### config.mk
export PLATFORM = sky130hd
export DESIGN_NAME = imem_fetch_sequencer
export DESIGN_NICKNAME = d
export VERILOG_FILES = /design/src/rtl/imem_fetch_sequencer_pkg.sv /design/src/rtl/imem_fetch_sequencer_store.sv /design/src/rtl/imem_fetch_sequencer.sv
export SDC_FILE = /design/constraint.sdc
export NUM_CORES = 1
export LEC_CHECK = 0
export ABC_AREA = 1
export CORE_MARGIN = 2
export CORE_UTILIZATION = 61
export DETAILED_ROUTE_END_ITERATION = 10
export GPL_ROUTABILITY_DRIVEN = 0
export PLACE_DENSITY = 0.79
export SYNTH_ARGS = -nofsm -noshare
export SYNTH_HDL_FRONTEND = slang
export SYNTH_HIERARCHICAL = 1
export SYNTH_SLANG_ARGS = --single-unit
export TNS_END_PERCENT = 5
### constraint.sdc
create_clock -name Clk -period 2.95 [get_ports Clk]
set_input_delay 0.4425 -clock Clk [delete_from_list [all_inputs] [get_ports Clk]]
set_output_delay 0.4425 -clock Clk [all_outputs]
set_load 0.1 [all_outputs]
### src/rtl/imem_fetch_sequencer_pkg.sv
// Shared definitions for the instruction fetch sequencer: state encoding and
// default geometry of the instruction store.
package imem_pkg;

    localparam int unsigned DEPTH_DEF  = 36;
    localparam int unsigned ADDR_W_DEF = 8;
    localparam int unsigned DATA_W_DEF = 8;

    typedef enum logic [1:0] {
        ST_LOAD = 2'd0,
        ST_RUN  = 2'd1,
        ST_HALT = 2'd2
    } state_e;

endpackage

### src/rtl/imem_fetch_sequencer_store.sv
// Byte-wide instruction store: synchronous write port, asynchronous read port.
// Addresses at or beyond DEPTH are ignored on write and read back as zero.
module imem_store
    import imem_pkg::*;
#(
    parameter int unsigned DEPTH  = DEPTH_DEF,
    parameter int unsigned ADDR_W = ADDR_W_DEF,
    parameter int unsigned DATA_W = DATA_W_DEF
) (
    input  logic              Clk,
    input  logic              WrEn,
    input  logic [ADDR_W-1:0] WrAddr,
    input  logic [DATA_W-1:0] WrData,
    input  logic [ADDR_W-1:0] RdAddr,
    output logic [DATA_W-1:0] RdData
);

    localparam int unsigned IDX_W = (DEPTH > 1) ? $clog2(DEPTH) : 1;
    localparam logic [ADDR_W-1:0] DEPTH_A = ADDR_W'(DEPTH);

    logic [DATA_W-1:0] mem_q [DEPTH];

    always_ff @(posedge Clk) begin
        if (WrEn && (WrAddr < DEPTH_A)) begin
            mem_q[WrAddr[IDX_W-1:0]] <= WrData;
        end
    end

    assign RdData = (RdAddr < DEPTH_A) ? mem_q[RdAddr[IDX_W-1:0]] : '0;

endmodule

### src/rtl/imem_fetch_sequencer.sv
// Loads a program byte stream into the instruction store, then fetches it in PC
// order into a one-entry valid/ready output register, with jumps and fault detection.
module imem_fetch_sequencer
    import imem_pkg::*;
#(
    parameter int unsigned DEPTH  = DEPTH_DEF,
    parameter int unsigned ADDR_W = ADDR_W_DEF,
    parameter int unsigned DATA_W = DATA_W_DEF
) (
    input  logic              Clk,
    input  logic              Reset,
    input  logic              LoadValid,
    input  logic [DATA_W-1:0] LoadData,
    input  logic              LoadLast,
    output logic              LoadReady,
    input  logic              InstrReady,
    output logic              InstrValid,
    output logic [DATA_W-1:0] InstrCode,
    output logic [ADDR_W-1:0] InstrPC,
    input  logic              JumpEn,
    input  logic [ADDR_W-1:0] JumpTarget,
    output logic              Halted,
    output logic              Fault
);

    localparam logic [ADDR_W-1:0] LAST_ADDR = ADDR_W'(DEPTH - 1);
    localparam logic [ADDR_W-1:0] ONE       = ADDR_W'(1);

    state_e            state_q, state_d;
    logic [ADDR_W-1:0] load_ptr_q, load_ptr_d;
    logic [ADDR_W-1:0] prog_len_q, prog_len_d;
    logic [ADDR_W-1:0] pc_q, pc_d;
    logic [ADDR_W-1:0] instr_pc_q, instr_pc_d;
    logic [DATA_W-1:0] instr_code_q, instr_code_d;
    logic              valid_q, valid_d;
    logic              halted_q, halted_d;
    logic              fault_q, fault_d;
    logic [DATA_W-1:0] rd_data;

    logic load_fire;
    logic load_done;
    logic jump_bad;
    logic out_free;

    assign load_fire = (state_q == ST_LOAD) && LoadValid;
    // The store filling up ends the load just like an explicit LoadLast.
    assign load_done = load_fire && (LoadLast || (load_ptr_q == LAST_ADDR));
    assign jump_bad  = JumpEn && (JumpTarget >= prog_len_q);
    assign out_free  = !valid_q || InstrReady;

    imem_store #(
        .DEPTH  (DEPTH),
        .ADDR_W (ADDR_W),
        .DATA_W (DATA_W)
    ) u_store (
        .Clk    (Clk),
        .WrEn   (load_fire),
        .WrAddr (load_ptr_q),
        .WrData (LoadData),
        .RdAddr (pc_q),
        .RdData (rd_data)
    );

    always_ff @(posedge Clk) begin
        if (Reset) begin
            state_q      <= ST_LOAD;
            load_ptr_q   <= '0;
            prog_len_q   <= '0;
            pc_q         <= '0;
            instr_pc_q   <= '0;
            instr_code_q <= '0;
            valid_q      <= 1'b0;
            halted_q     <= 1'b0;
            fault_q      <= 1'b0;
        end else begin
            state_q      <= state_d;
            load_ptr_q   <= load_ptr_d;
            prog_len_q   <= prog_len_d;
            pc_q         <= pc_d;
            instr_pc_q   <= instr_pc_d;
            instr_code_q <= instr_code_d;
            valid_q      <= valid_d;
            halted_q     <= halted_d;
            fault_q      <= fault_d;
        end
    end

    always_comb begin
        state_d = state_q;
        unique case (state_q)
            ST_LOAD: begin
                if (load_done) begin
                    state_d = ST_RUN;
                end
            end
            ST_RUN: begin
                if (jump_bad) begin
                    state_d = ST_HALT;
                end else if (!JumpEn && out_free && (pc_q >= prog_len_q)) begin
                    state_d = ST_HALT;
                end
            end
            ST_HALT: state_d = ST_HALT;
            default: state_d = ST_LOAD;
        endcase
    end

    always_comb begin
        load_ptr_d   = load_ptr_q;
        prog_len_d   = prog_len_q;
        pc_d         = pc_q;
        instr_pc_d   = instr_pc_q;
        instr_code_d = instr_code_q;
        valid_d      = valid_q;
        halted_d     = halted_q;
        fault_d      = fault_q;
        unique case (state_q)
            ST_LOAD: begin
                if (load_fire) begin
                    load_ptr_d = load_ptr_q + ONE;
                end
                if (load_done) begin
                    prog_len_d = load_ptr_q + ONE;
                end
            end
            ST_RUN: begin
                // Jumps take priority over fetch; a legal jump flushes the held entry.
                if (jump_bad) begin
                    fault_d  = 1'b1;
                    halted_d = 1'b1;
                    valid_d  = 1'b0;
                end else if (JumpEn) begin
                    pc_d    = JumpTarget;
                    valid_d = 1'b0;
                end else if (out_free) begin
                    if (pc_q < prog_len_q) begin
                        instr_code_d = rd_data;
                        instr_pc_d   = pc_q;
                        valid_d      = 1'b1;
                        pc_d         = pc_q + ONE;
                    end else begin
                        valid_d  = 1'b0;
                        halted_d = 1'b1;
                    end
                end
            end
            ST_HALT: begin
                valid_d  = 1'b0;
                halted_d = 1'b1;
            end
            default: begin
                valid_d = 1'b0;
            end
        endcase
    end

    assign LoadReady  = (state_q == ST_LOAD);
    assign InstrValid = valid_q;
    assign InstrCode  = instr_code_q;
    assign InstrPC    = instr_pc_q;
    assign Halted     = halted_q;
    assign Fault      = fault_q;

endmodule

==> results.toml <==
[worst_setup_path]
reg2reg_depth = 11
cp_max_fo = 8
worstSetupStartpointType = "register"
required_ns = 3.16
crit_start = "state_q[0]"
rrSetupSlack_ns = 0.39
arrival_ns = 2.78
critical_path.cell_chain = "inv_1, ha_2, nand2_1, clkinv_1, inv_1, nor3_1, o21ai_0, nor2_1, nand2_1, nor2_1, buf_4"
critPathTopFamily = "simple AND/OR/NAND/NOR gates"
r2r_start = "state_q[0]"
path_buf_inv = 4
max_stage_delay_ns = 0.33
cp-end-kind = "register"
cp_slowest_cell = "dfxtp_1"
worst_r2r_endpoint = "u_store/mem_q[35][4]"
timing_worst_setup_path_type = "register to register"

[floorplanning]
start_util_pct = 62.0
die_y_um = 158
ios = 42
placement_rows = 56
core_um2 = 23400
fp.dieW_um = 158
dieArea_um2 = 25000

[worst_hold_path]
min_to = "Halted"
hp-class = "register to register"
min_path_cells = 2
min_from = "Halted"

[timing]
drv_slew = 0
clock.fmax_ghz = 0.390
hold_viol = 0
relSlewSlack_pct = 51.3
setup_viol = 0
rsz0062_at_grt = "false"
finalCritPeriodShare_pct = 86.9
fin_hold_ws_ns = 0.456
finalCriticalPeriod_ns = 2.56
max_slew.worst_pin.slew_ns = 0.729
fin_setup_tns_ns = 0
worst_clock_skew_ns = 0.0213

[synthesis]
async_flop_share_pct = 0
syn-cell-area_um2 = 14500
netlist_top_cells_area = "edfxtp_1, nand2_1, dfxtp_1"
synthDominantCellAreaShare_pct = 59.6
ys_top_cells_by_count = "nand2_1, edfxtp_1, nor2_1"
yosys.area.top_type = "edfxtp_1"
synth_edf_count = 288
synthFlopType = "edfxtp_1"
synth_nets = 1483
ys_types = 36
yosysSeqAreaShare_pct = 65.8
synth-seq-cells = 333
avgSynthCellArea_um2 = 10.1
syn_inst = 1440
yosysMostFrequentCell = "nand2_1"
yosys_warnings = 6

[clock_tree]
root_buffer = "clkbuf_16"
cts-resized-gates = 0
clk_latency_ns = 0.52
cts_sinks = 333
post_cts_buffers = 0
cts-buffers-inserted = 35
clk_pin_slew_ns = 0.06
cts_tree = "built"
ctsHoldBuffers = 0
h-tree-depth = 2
clk_path_buf_depth = 3

[pwr]
leakagePower_nw = 6.48
power_density_nw_per_um2 = 651
vdd_drop_max_mv = 0.511
p_total_mw = 10.7

[grt]
grt_use_total_pct = 29.3
grt_pass1_vias = 10000
grt_pass1_wl_um = 54900
grt_overflow = 0
grt_max_degree = 100
antenna_found_initial = 0

[detailed_routing]
via_per_inst = 5.76
drt_iter0_markers = 1746
drtAntennaViolNets = 0
wire_per_inst_um = 19.4
wl_um = 36100
drc = 0
dr.pass1.iters = 5
vias = 10700

[layout]
fin_nets = 1558
area_growth_pct = 13.7
antenna_cells = 0
drive_gt1_share_pct = 9.73

[placed_design]
io_buffer_count = 41
dp.final_hpwl_um = 22400

[run_status]
status = "finished, final reports clean"

[flow_run]
drv_cap = 0
==> worst register-to-register path: stages, from the launching register on <==
cell,delay [ns]
dfxtp_1,0.33
inv_1,0.09
ha_2,0.22
nand2_1,0.09
clkinv_1,0.06
inv_1,0.03
nor3_1,0.24
o21ai_0,0.21
nor2_1,0.24
nand2_1,0.32
nor2_1,0.22
buf_4,0.20
==> how the worst max path moves through the flow <==
stage	to	slack, ns	depth (start not counted)
after global routing	InstrCode[0]	0.25	10
after floorplan	u_store/mem_q[31][0]	0.19	10
after global placement	u_store/mem_q[30][5]	0.34	10
final	u_store/mem_q[35][4]	0.39	11
after detailed placement	u_store/mem_q[8][2]	0.27	10
after CTS	u_store/mem_q[30][4]	0.46	11
==> state kept, by name (all words and copies together), names as in the netlist <==
| signal | count |
|---|---|
| u_store/mem_q | 288 |
| load_ptr_q | 8 |
| Fault | 1 |
| Halted | 1 |
| InstrCode | 8 |
| state_q | 2 |
| InstrValid | 1 |
| pc_q | 8 |
| InstrPC | 8 |
| prog_len_q | 8 |
==> metrics by stage <==
step,instance area [um^2],worst slack [ns],utilization (%),instances
after floorplan,14500,0.189,-,1440
after global placement,15400,0.344,65.9,1797
after detailed placement,15400,0.268,65.9,1797
after CTS,16500,0.457,70.5,1860
after global routing,16500,0.246,70.5,1860
final,16500,0.388,70.5,1860
==> where the power goes <==
group | total, mW | switching (mW) | internal (mW) | leakage (nW)
logic | 1.35 | 0.976 | 0.371 | 2.98
registers | 5.28 | 0.0811 | 5.20 | 2.96
clock network | 4.11 | 1.72 | 2.39 | 0.537
==> layout make-up <==
| class | count | area (um^2) |
|---|---|---|
| flip-flops and latches | 333 | 9550 |
| fillers | 1648 | 6900 |
| multi-input cells | 923 | 4150 |
| clock buffers | 46 | 1000 |
| repair buffers | 103 | 863 |
| inverters | 119 | 449 |
| well taps | 319 | 399 |
| clock inverters | 17 | 76.3 |
==> layout by cell type (no fill, tap or decap), types with 3 or more instances in the layout <==
| master | instances |
|---|---|
| nand2_1 | 446 |
| edfxtp_1 | 288 |
| nor2_1 | 146 |
| nand3_1 | 134 |
| inv_1 | 111 |
| buf_4 | 79 |
| o21ai_0 | 65 |
| a21oi_1 | 63 |
| dfxtp_1 | 43 |
| clkbuf_16 | 37 |
| clkdlybuf4s50_1 | 21 |
| ha_1 | 20 |
| clkinv_1 | 11 |
| nand4_1 | 6 |
| inv_2 | 6 |
| xor2_1 | 6 |
| o221ai_1 | 6 |
| clkinv_2 | 6 |
| nor3_1 | 4 |
| clkbuf_1 | 4 |
| clkbuf_8 | 4 |
| nor2_2 | 3 |
| o21ai_1 | 3 |
| a211oi_1 | 3 |
| buf_12 | 3 |
| o22ai_1 | 3 |
==> cell families after synthesis <==
family / Yosys count / share of synthesized area, %
flip-flops: 333 / 65.8
XOR/XNOR: 7 / 0.422
AND/OR/NAND/NOR: 745 / 20.8
AO/OA/AOI/OAI: 150 / 5.52
adder cells (fa/ha/maj): 21 / 1.81
buffers and inverters: 184 / 5.61
==> per-layer routing <==
layer | up-vias | global-route usage [%] | routed length [um]
li1 | 4973 | - | -
met1 | 4990 | 40.6 | 14300
met2 | 643 | 47.0 | 16800
met3 | 104 | 4.95 | 3680
met4 | 0 | 11.2 | 1280
met5 | - | 0 | 0
No activity file was read; power rests on OpenSTA's default activity.
